$ cat config.mk
export PLATFORM = sky130hd
export DESIGN_NAME = lane_tick_scheduler
export DESIGN_NICKNAME = d
export VERILOG_FILES = /design/src/rtl/lane_sched_pkg.sv /design/src/rtl/lane_tick_scheduler_lane_counter.sv /design/src/rtl/lane_tick_scheduler.sv
export SDC_FILE = /design/constraint.sdc
export NUM_CORES = 1
export LEC_CHECK = 0
export ABC_CLOCK_PERIOD_IN_PS = 3190
export BUFFER_PORTS_ARGS = -buffer_cell sky130_fd_sc_hd__buf_2
export CAP_MARGIN = 10
export CORE_ASPECT_RATIO = 1.1
export CORE_MARGIN = 4
export CORE_UTILIZATION = 29
export DETAILED_ROUTE_END_ITERATION = 10
export PLACE_DENSITY = 0.55
export SLEW_MARGIN = 20
export SYNTH_ARGS = -nofsm -noshare
export SYNTH_HDL_FRONTEND = slang
export SYNTH_SLANG_ARGS = --single-unit
$ cat constraint.sdc
create_clock -name i_Clk -period 3.19 [get_ports i_Clk]
set_input_delay 0.1595 -clock i_Clk [delete_from_list [all_inputs] [get_ports i_Clk]]
set_output_delay 0.1595 -clock i_Clk [all_outputs]
set_load 0.01 [all_outputs]
$ cat src/rtl/lane_sched_pkg.sv
// Shared definitions for the lane tick scheduler.
//   state_e      : scheduler state encoding (IDLE=0, RUN=1, PAUSED=2)
//   DEF_*        : default parameter values for the scheduler top
package lane_sched_pkg;

    typedef enum logic [1:0] {
        ST_IDLE   = 2'd0,
        ST_RUN    = 2'd1,
        ST_PAUSED = 2'd2
    } state_e;

    localparam int DEF_N_LANES = 4;
    localparam int DEF_PER_W   = 8;
    localparam int DEF_PERIOD  = 20;
    localparam int DEF_CNT_W   = 16;

endpackage

$ cat src/rtl/lane_tick_scheduler_lane_counter.sv
// One movement lane: holds the lane period and a down-counter that emits a
// one-cycle step strobe every 'period' gated ticks.
//   clk_i, rst_ni  : clock, asynchronous active-low reset
//   tick_i         : base tick already gated by the RUN state
//   reload_i       : force counter to period-1 (IDLE hold / stop)
//   wr_i           : load a new period (wins over tick and reload)
//   wr_period_i    : new period, 0 disables the lane
//   step_o         : registered step strobe
module lane_counter #(
    parameter int PER_W          = 8,
    parameter int DEFAULT_PERIOD = 20
) (
    input  logic             clk_i,
    input  logic             rst_ni,
    input  logic             tick_i,
    input  logic             reload_i,
    input  logic             wr_i,
    input  logic [PER_W-1:0] wr_period_i,
    output logic             step_o
);

    localparam logic [PER_W-1:0] DEF_P = PER_W'(DEFAULT_PERIOD);

    logic [PER_W-1:0] period_q, period_d;
    logic [PER_W-1:0] cnt_q, cnt_d;
    logic             step_q, step_d;

    // Counter value to start a period from; a disabled lane parks at 0.
    function automatic logic [PER_W-1:0] start_val(input logic [PER_W-1:0] p);
        return (p == '0) ? '0 : p - 1'b1;
    endfunction

    always_comb begin
        period_d = period_q;
        cnt_d    = cnt_q;
        step_d   = 1'b0;
        if (wr_i) begin
            // A write swallows any tick on this lane: no strobe, no decrement.
            period_d = wr_period_i;
            cnt_d    = start_val(wr_period_i);
        end else begin
            // A tick coinciding with a stop still strobes under the old state,
            // but the counter is reloaded rather than advanced.
            if (tick_i && period_q != '0 && cnt_q == '0) begin
                step_d = 1'b1;
            end
            if (reload_i) begin
                cnt_d = start_val(period_q);
            end else if (tick_i && period_q != '0) begin
                cnt_d = (cnt_q == '0) ? start_val(period_q) : cnt_q - 1'b1;
            end
        end
    end

    always_ff @(posedge clk_i or negedge rst_ni) begin
        if (!rst_ni) begin
            period_q <= DEF_P;
            cnt_q    <= DEF_P - 1'b1;
            step_q   <= 1'b0;
        end else begin
            period_q <= period_d;
            cnt_q    <= cnt_d;
            step_q   <= step_d;
        end
    end

    assign step_o = step_q;

endmodule

$ cat src/rtl/lane_tick_scheduler.sv
// Distributes the divider's base tick to N_LANES movement lanes, each with a
// programmable period, under a RUN/PAUSED/IDLE gate.
//   i_Clk, i_Rst_L          : clock, asynchronous active-low reset
//   i_Tick                  : base tick pulse
//   i_Start/i_Pause/i_Stop  : control pulses (priority Stop > Pause > Start)
//   i_Cfg_Wr/_Lane/_Period  : lane period write port
//   o_Lane_Step             : per-lane one-cycle step strobes
//   o_State                 : current state
//   o_Tick_Count            : base ticks consumed while running (wraps)
module lane_tick_scheduler
    import lane_sched_pkg::*;
#(
    parameter int N_LANES        = DEF_N_LANES,
    parameter int PER_W          = DEF_PER_W,
    parameter int DEFAULT_PERIOD = DEF_PERIOD,
    parameter int CNT_W          = DEF_CNT_W
) (
    input  logic                       i_Clk,
    input  logic                       i_Rst_L,
    input  logic                       i_Tick,
    input  logic                       i_Start,
    input  logic                       i_Pause,
    input  logic                       i_Stop,
    input  logic                       i_Cfg_Wr,
    input  logic [$clog2(N_LANES)-1:0] i_Cfg_Lane,
    input  logic [PER_W-1:0]           i_Cfg_Period,
    output logic [N_LANES-1:0]         o_Lane_Step,
    output logic [1:0]                 o_State,
    output logic [CNT_W-1:0]           o_Tick_Count
);

    localparam int LANE_W = $clog2(N_LANES);

    state_e           state_q, state_d;
    logic [CNT_W-1:0] tick_cnt_q, tick_cnt_d;
    logic             lane_tick;
    logic             lane_reload;

    always_comb begin
        state_d = state_q;
        if (i_Stop) begin
            state_d = ST_IDLE;
        end else begin
            case (state_q)
                ST_IDLE:   if (i_Start) state_d = ST_RUN;
                ST_RUN:    if (i_Pause) state_d = ST_PAUSED;
                ST_PAUSED: if (i_Pause) state_d = ST_RUN;
                default:   state_d = ST_IDLE;
            endcase
        end
    end

    // Ticks are judged against the current state, so a tick arriving with a
    // pause or stop is still consumed by the run.
    always_comb begin
        tick_cnt_d = tick_cnt_q;
        if (state_q == ST_RUN && i_Tick) begin
            tick_cnt_d = tick_cnt_q + 1'b1;
        end else if (state_q == ST_IDLE && i_Start && !i_Stop) begin
            tick_cnt_d = '0;
        end
    end

    always_ff @(posedge i_Clk or negedge i_Rst_L) begin
        if (!i_Rst_L) begin
            state_q    <= ST_IDLE;
            tick_cnt_q <= '0;
        end else begin
            state_q    <= state_d;
            tick_cnt_q <= tick_cnt_d;
        end
    end

    assign lane_tick   = i_Tick && (state_q == ST_RUN);
    // IDLE keeps every lane parked at period-1; a stop reloads on its edge.
    assign lane_reload = (state_q == ST_IDLE) || i_Stop;

    generate
        for (genvar gi = 0; gi < N_LANES; gi++) begin : g_lane
            logic lane_wr;
            // Out-of-range lane indices never match any instance.
            assign lane_wr = i_Cfg_Wr && (i_Cfg_Lane == LANE_W'(gi));

            lane_counter #(
                .PER_W          (PER_W),
                .DEFAULT_PERIOD (DEFAULT_PERIOD)
            ) u_lane (
                .clk_i       (i_Clk),
                .rst_ni      (i_Rst_L),
                .tick_i      (lane_tick),
                .reload_i    (lane_reload),
                .wr_i        (lane_wr),
                .wr_period_i (i_Cfg_Period),
                .step_o      (o_Lane_Step[gi])
            );
        end
    endgenerate

    assign o_State      = state_q;
    assign o_Tick_Count = tick_cnt_q;

endmodule

==> flow_metrics.tcl, run 1 <==
set metrics [dict create \
    die_area_um2 21200 \
    setup_violations 0 \
    p_leak_nw 2.66 \
    grt_pass1_vias 4676 \
    yosysSeqAreaShare_pct 39.7 \
    die_w_um 139 \
    netlist.area_leader.share_pct 30.1 \
    drt-initial-drc-count 433 \
    cts_tree "yes" \
    synth_edf_count 0 \
    antenna_found_initial 0 \
    slew_headroom_pct 45.1 \
    finalHoldViolCount 0 \
    irDropWorstVdd_mv 0.319 \
    rsz0062_at_grt "false" \
    worst-setup-path-type "flop to flop" \
    dr.pass1.iters 5 \
    core_region_area_um2 18500 \
    end_kind "flop" \
    drive_gt1_share_pct 15.6 \
    async_flop_share_pct 100 \
    power_density_nw_per_um2 613 \
    rows 52 \
    wl_per_cell_um 16.6 \
    buffer_ports.inserted 38 \
    num_vias 4924 \
    clk_latency_ns 0.35 \
    clockBufferDepth 2 \
    vias_per_cell 5.36 \
    ant_nets 0 \
    cts_setup_buffers 0 \
    synth_cell_type_count 62 \
    fmax_ghz 0.445 \
    final.period_utilization_pct 70.4 \
    ys_warn_count 0 \
    synth_nets 678 \
    grt_first_pass_wirelength_um 25200 \
    dp.cells 901 \
    cp-start-kind "flop" \
    synth-seq-cells 86 \
    die_y_um 152 \
    fin_nets 706 \
    critPathArrivalTime_ns 2.51 \
    htreeDepth 3 \
    syn_avg_cell_area_um2 8.55 \
    setup_tns_ns 0 \
    area_delta_synth_final_pct 13.0 \
    cp_max_fo 13 \
    required_ns 3.46 \
    cts_made_buffers 9 \
    status "finished, final reports clean" \
    clock-root-buffer "clkbuf_16" \
    drt-total-wl_um 15200 \
    drv_slew 0 \
    overflow 0 \
    route.detailed.drc 0 \
    min_period_ns 2.24 \
    max-cap-violations 0 \
    finish.utilization_pct 33.6 \
    holdCritPathClass "primary input to flop" \
    synth_area_leader_cell "dfrtp_1" \
    clk_pin_slew_ns 0.06 \
    clock_skew_ns 0.0108 \
    diodes 0 \
    syn_area_um2 5490 \
    cts.sinks 86 \
    synth_area_leaders "dfrtp_1 (30%), dfstp_2 (9.6%), nand2_1 (7.0%)" \
    pin_count 39 \
    grt.total_usage_pct 14.5 \
    grt_max_degree 53 \
    initial_utilization_pct 29.7 \
    gp_congestion 0.843 \
    syn_inst 642 \
    dp_hpwl_um 10700 \
    tightestPinTransition_ns 0.800 \
    fin_cells 918 \
    synthFlopType "dfrtp_1" \
]
## state kept, by name, indices dropped and copies added (netlist names)
register and cells:
g_lane.u_lane.cnt_q 32, g_lane.u_lane.period_q 32, o_Tick_Count 16, g_lane.u_lane.step_o 4, o_State 2
## cell type report
type	count	area [µm²]
multi-input combinational	497	3050
inverter	28	105
sequential	86	2180
clock buffer	12	246
timing repair buffer	48	270
clock inverter	4	47.5
tap	243	304
fill	1979	12300
## layer usage
| layer | part of all wire [%] | track usage (%) | vias to the layer above |
|---|---|---|---|
| li1 | - | - | 2394 |
| met1 | 47 | 20.1 | 2363 |
| met2 | 46 | 22.8 | 148 |
| met3 | 6.1 | 3.86 | 19 |
| met4 | 1.5 | 3.03 | 0 |
| met5 | 0 | 0 | - |
## logic make-up (layout without fill, tap and decap cells)
logic type	after synthesis	after routing	share of synthesized area [%]
muxes	8	8	1.48
DFF	86	86	39.7
and+or+nand+nor	262	262	24.3
adders and majority gates	19	19	4.33
xor gates and xnor gates	33	33	5.27
AOI/OAI and AO/OA	175	175	20.2
buffers and inverters	59	92	4.81
## timing repair
item                                   in CTS  in global routing
endpoints found under the hold margin      40                  0
resized for setup                           0                  0
hold buffers                                1                  0
## where the power goes
| part | leakage [nW] | switching, mW | internal [mW] |
|---|---|---|---|
| logic | 1.46 | 0.606 | 0.480 |
| registers | 1.06 | 0.293 | 1.35 |
| clock network | 0.143 | 0.445 | 0.627 |
## through the flow
stage          hold WS (ns)  total power, mW  area (µm²)  worst slack, ns
6_report             0.0532             3.80        6200            0.945
5_1_grt              0.0561             4.08        6200            0.729
4_1_cts              0.0404             3.82        6200            0.954
3_5_place_dp          0.270             2.74        5900            0.963
3_3_place_gp          0.265             2.74        5900            0.969
2_1_floorplan        -0.136             2.40        5490             1.14
## cells in the final DEF, fill, tap and decap left out, types with 9 or more instances in the layout
cell / n
or4_1: 9
xnor2_1: 10
nor2_1: 44
a221oi_1: 14
dfrtp_1: 66
buf_2: 37
a211oi_1: 11
buf_4: 10
clkbuf_16: 9
ha_1: 19
nand2_1: 102
a21oi_1: 21
o21ai_0: 61
nand3_1: 14
nor3_1: 30
xor2_1: 23
dfstp_2: 20
nor4_1: 11
o22ai_1: 21
inv_1: 28
## worst paths after layout
path / start / end / slack [ns] / cells past startpoint
worst max-delay path: o_State[1] / g_lane[2].u_lane.cnt_q[3] / 0.95 / 5
worst min-delay path: i_Stop / o_State[1] / 0.05 / 2
worst max register to register: o_State[1] / g_lane[2].u_lane.cnt_q[3] / 0.95 / 5
worst min register to register: g_lane[3].u_lane.period_q[4] / g_lane[3].u_lane.period_q[4] / 0.49 / 2
max in group asynchronous: i_Rst_L / g_lane[1].u_lane.cnt_q[0] / 1.97 / 3
min in group asynchronous: i_Rst_L / g_lane[2].u_lane.period_q[5] / 0.40 / 2
## critical path, stage by stage (launching register included)
cell,delay (ns)
dfrtp_1,0.46
nand3b_1,0.40
buf_4,0.32
o21ai_0,0.64
o21ai_0,0.16
o21ai_0,0.17
## Yosys cell counts (4+ instances only)
master	instances
mux2i_1	7
clkbuf_1	18
a211oi_1	11
xnor2_1	10
nor2_1	44
a221oi_1	14
xor2_1	23
o31ai_1	8
nor4_1	11
nand4_1	6
nor3b_1	6
and3_1	6
buf_2	6
or3_1	4
nor3_1	30
o21ai_0	61
nor4b_1	6
or4_1	9
inv_1	28
ha_1	19
nand3_1	14
dfstp_2	20
o22ai_1	21
or2_2	4
buf_4	4
dfrtp_1	66
a21oi_1	21
nand2_1	102
a31oi_1	8
Note: power is estimated with default switching activity, not from simulation.
==> run 2: changes to the inputs <==
--- a/config.mk
+++ b/config.mk
@@ -5,7 +5,8 @@
 export SDC_FILE = /design/constraint.sdc
 export NUM_CORES = 1
 export LEC_CHECK = 0
-export ABC_CLOCK_PERIOD_IN_PS = 3190
+export ABC_AREA = 1
+export ABC_CLOCK_PERIOD_IN_PS = 2300
 export BUFFER_PORTS_ARGS = -buffer_cell sky130_fd_sc_hd__buf_2
 export CAP_MARGIN = 10
 export CORE_ASPECT_RATIO = 1.1
==> constraint.sdc (replaced) <==
create_clock -name i_Clk -period 2.3 [get_ports i_Clk]
set_input_delay 0.115 -clock i_Clk [delete_from_list [all_inputs] [get_ports i_Clk]]
set_output_delay 0.115 -clock i_Clk [all_outputs]
set_load 0.01 [all_outputs]
==> run 2 against run 1 <==
Clock power up 26%. First-iteration DRC count down 31%. Final cell count up 27%. Synthesized cell count up 34%. Count of clock-buffer cells in the layout down 1. Combinational power up 140%. Clock skew down 0.0054 ns. Global-route usage about the same. Sequential share of layout area down 2.4 points. Largest cell class unchanged. Largest power group is now combinational cells.
==> flow_metrics.tcl, run 2 <==
set metrics [dict create \
    status "finished, final reports clean" \
    cts_setup_buffers 0 \
    clock-root-buffer "clkbuf_16" \
    total_power_mw 6.38 \
    intPower_mw 3.67 \
    holdCritPathClass "primary input to flop" \
    initial_utilization_pct 29.5 \
    finish.utilization_pct 33.5 \
    most-common-layout-cells "nand2_1 (260), inv_1 (138), o21ai_0 (89), nand3_1 (73), nor2_1 (72)" \
    synth_edf_count 0 \
    setup_violations 0 \
    clk_latency_ns 0.34 \
    drive_gt1_share_pct 11.8 \
    gp_congestion 0.849 \
    clk_pin_slew_ns 0.06 \
    synth_area_leader_cell "dfrtp_1" \
    cp_max_fo 17 \
    grtUsageMet2_pct 23.7 \
    post_cts_resized 0 \
    synth_area_leaders "dfrtp_1 (28%), nand2_1 (17%), dfstp_2 (9.0%)" \
    fin_area_um2 6660 \
    htreeDepth 3 \
    grtUsageMet3_pct 2.16 \
    cts_made_buffers 9 \
    min_period_ns 1.89 \
    p_seq_share_pct 37.8 \
    tightestPinTransition_ns 0.517 \
    ant_nets 0 \
    drt-initial-drc-count 297 \
    cts.sinks 86 \
    crit_chain "inv_1 > nand3_4 > inv_2 > nand2_1 > a21oi_1 > nand3_1 > nand3_1" \
    yosysSeqAreaShare_pct 37.1 \
    required_ns 2.58 \
    critPathArrivalTime_ns 2.17 \
    grt.total_usage_pct 14.5 \
    vias_per_cell 4.61 \
    cp-start-kind "flop" \
    antenna_found_initial 0 \
    irDropWorstVdd_mv 0.426 \
    crit_slowest_cell "dfrtp_1" \
    final_common_cell "nand2_1" \
    clockBufferDepth 2 \
    slew_headroom_pct 65.3 \
    diodes 0 \
    dp.cells 1147 \
    num_vias 5358 \
    worst-setup-path-type "flop to flop" \
    post_dp_cell_area_um2 6390 \
    die_w_um 144 \
    synth-seq-cells 86 \
    fmax_ghz 0.528 \
    synthFlopType "dfrtp_1" \
    grt_max_degree 43 \
    clock_skew_ns 0.00534 \
    top_usage_layer "met2" \
    p_comb_share_pct 41.1 \
    yosysMostFrequentCell "nand2_1" \
    p_leak_nw 3.40 \
    fin_cells 1162 \
    route.detailed.drc 0 \
    syn_inst 861 \
    synth_cell_type_count 39 \
    final.period_utilization_pct 82.3 \
    die_area_um2 22600 \
    grt_first_pass_wirelength_um 25900 \
    clock_power_share_pct 21.1 \
    ys_warn_count 0 \
    cts_tree "yes" \
    grt_pass1_vias 5114 \
    dp_hpwl_um 11900 \
    async_flop_share_pct 100 \
    fin_nets 943 \
    path_delay_family "simple AND/OR/NAND/NOR gates" \
    finalHoldViolCount 0 \
    setup_tns_ns 0 \
    drv_slew 0 \
    whs_ns 0.0166 \
    buffer_ports.inserted 38 \
    rows 54 \
    gr-usage-met1_pct 19.8 \
    max-cap-violations 0 \
    fill_cells 2185 \
    crit_path_max_incr_delay_ns 0.43 \
    end_kind "flop" \
    rsz0062_at_grt "false" \
    synth_nets 897 \
    wl_per_cell_um 13.5 \
    synthTopCellsByCount "nand2_1 (260), inv_1 (138), o21ai_0 (89)" \
    setup_ws_ns 0.407 \
    die_y_um 157 \
    area_delta_synth_final_pct 13.5 \
    power_density_nw_per_um2 957 \
    critPathMostFrequentCell "nand3_1" \
    dr.pass1.iters 5 \
    overflow 0 \
    netlist.area_leader.share_pct 28.1 \
    drt-total-wl_um 15700 \
    core_region_area_um2 19900 \
    cp_num_buf_inv 2 \
    syn_avg_cell_area_um2 6.82 \
    pre_cts_ws_ns 0.422 \
    switching_share_pct 42.4 \
    syn_area_um2 5870 \
    pin_count 39 \
    p_sw_mw 2.70 \
]
run 2: changes by cell type in the layout (fill, tap and decap cells not counted), moves of 9 or more:
cell and delta:
inv_1 +110, a221oi_1 -14, nand3_1 +59, nor4_1 -11
nor2_1 +28, o22ai_1 -15, or4_1 -9, a211oi_1 -11
nand2_1 +158, nor3_1 -21, o21ai_0 +28
run 2: cell type report:
type	instances	area [µm²]	area share, %
multi-input combinational	617	3070	46.1
clock buffer	11	243	3.64
inverter	145	549	8.24
sequential	86	2180	32.7
timing repair buffer	48	283	4.24
tap	252	315	4.73
clock inverter	3	22.5	0.338
run 2: worst reg2reg max path, stage by stage, from the launching register on:
cell and delay (ns):
dfrtp_1 0.43, inv_1 0.16, nand3_4 0.15, inv_2 0.35
nand2_1 0.16, a21oi_1 0.37, nand3_1 0.12, nand3_1 0.10
run 2: logic make-up after synthesis:
kind of cell / share of synthesized area (%)
AOI/OAI and AO/OA: 12.2
xor gates and xnor gates: 3.43
adders and majority gates: 4.05
buffers and inverters: 10.5
DFF: 37.1
and+or+nand+nor: 32.7
run 2: routing by layer:
metal  routed length [µm]  up-vias  part of all wire [%]
met2                 7400       82                    47
met3                  505       13                   3.2
met4                  209        0                   1.3
li1                     -     2817                     -
met1                 7580     2446                    48
met5                    0        -                     0
run 2: final timing paths:
check / slack [ns] / to / start / cells after the start
max: 0.41 / g_lane[1].u_lane.cnt_q[2] / o_State[1] / 7
min: 0.02 / g_lane[1].u_lane.period_q[1] / i_Cfg_Period[1] / 3
max reg2reg: 0.41 / g_lane[1].u_lane.cnt_q[2] / o_State[1] / 7
min reg2reg: 0.48 / g_lane[1].u_lane.cnt_q[1] / g_lane[1].u_lane.cnt_q[1] / 2
max in group asynchronous: 1.40 / g_lane[0].u_lane.cnt_q[1] / i_Rst_L / 3
min in group asynchronous: 0.25 / o_State[0] / i_Rst_L / 2
run 2: power by group through the flow:
stage	Combinational (mW)	Sequential [mW]	Clock, mW
CTS	2.64	2.41	1.40
global placement	2.62	2.42	0
floorplan	2.01	2.33	0
detailed placement	2.63	2.42	0
global route	3.05	2.48	1.45
finish	2.62	2.41	1.35
run 2: timing repair:
item                                    CTS  global route
hold buffers                              1             0
endpoints found under the hold margin    25             0
endpoints found under the setup margin    0             0
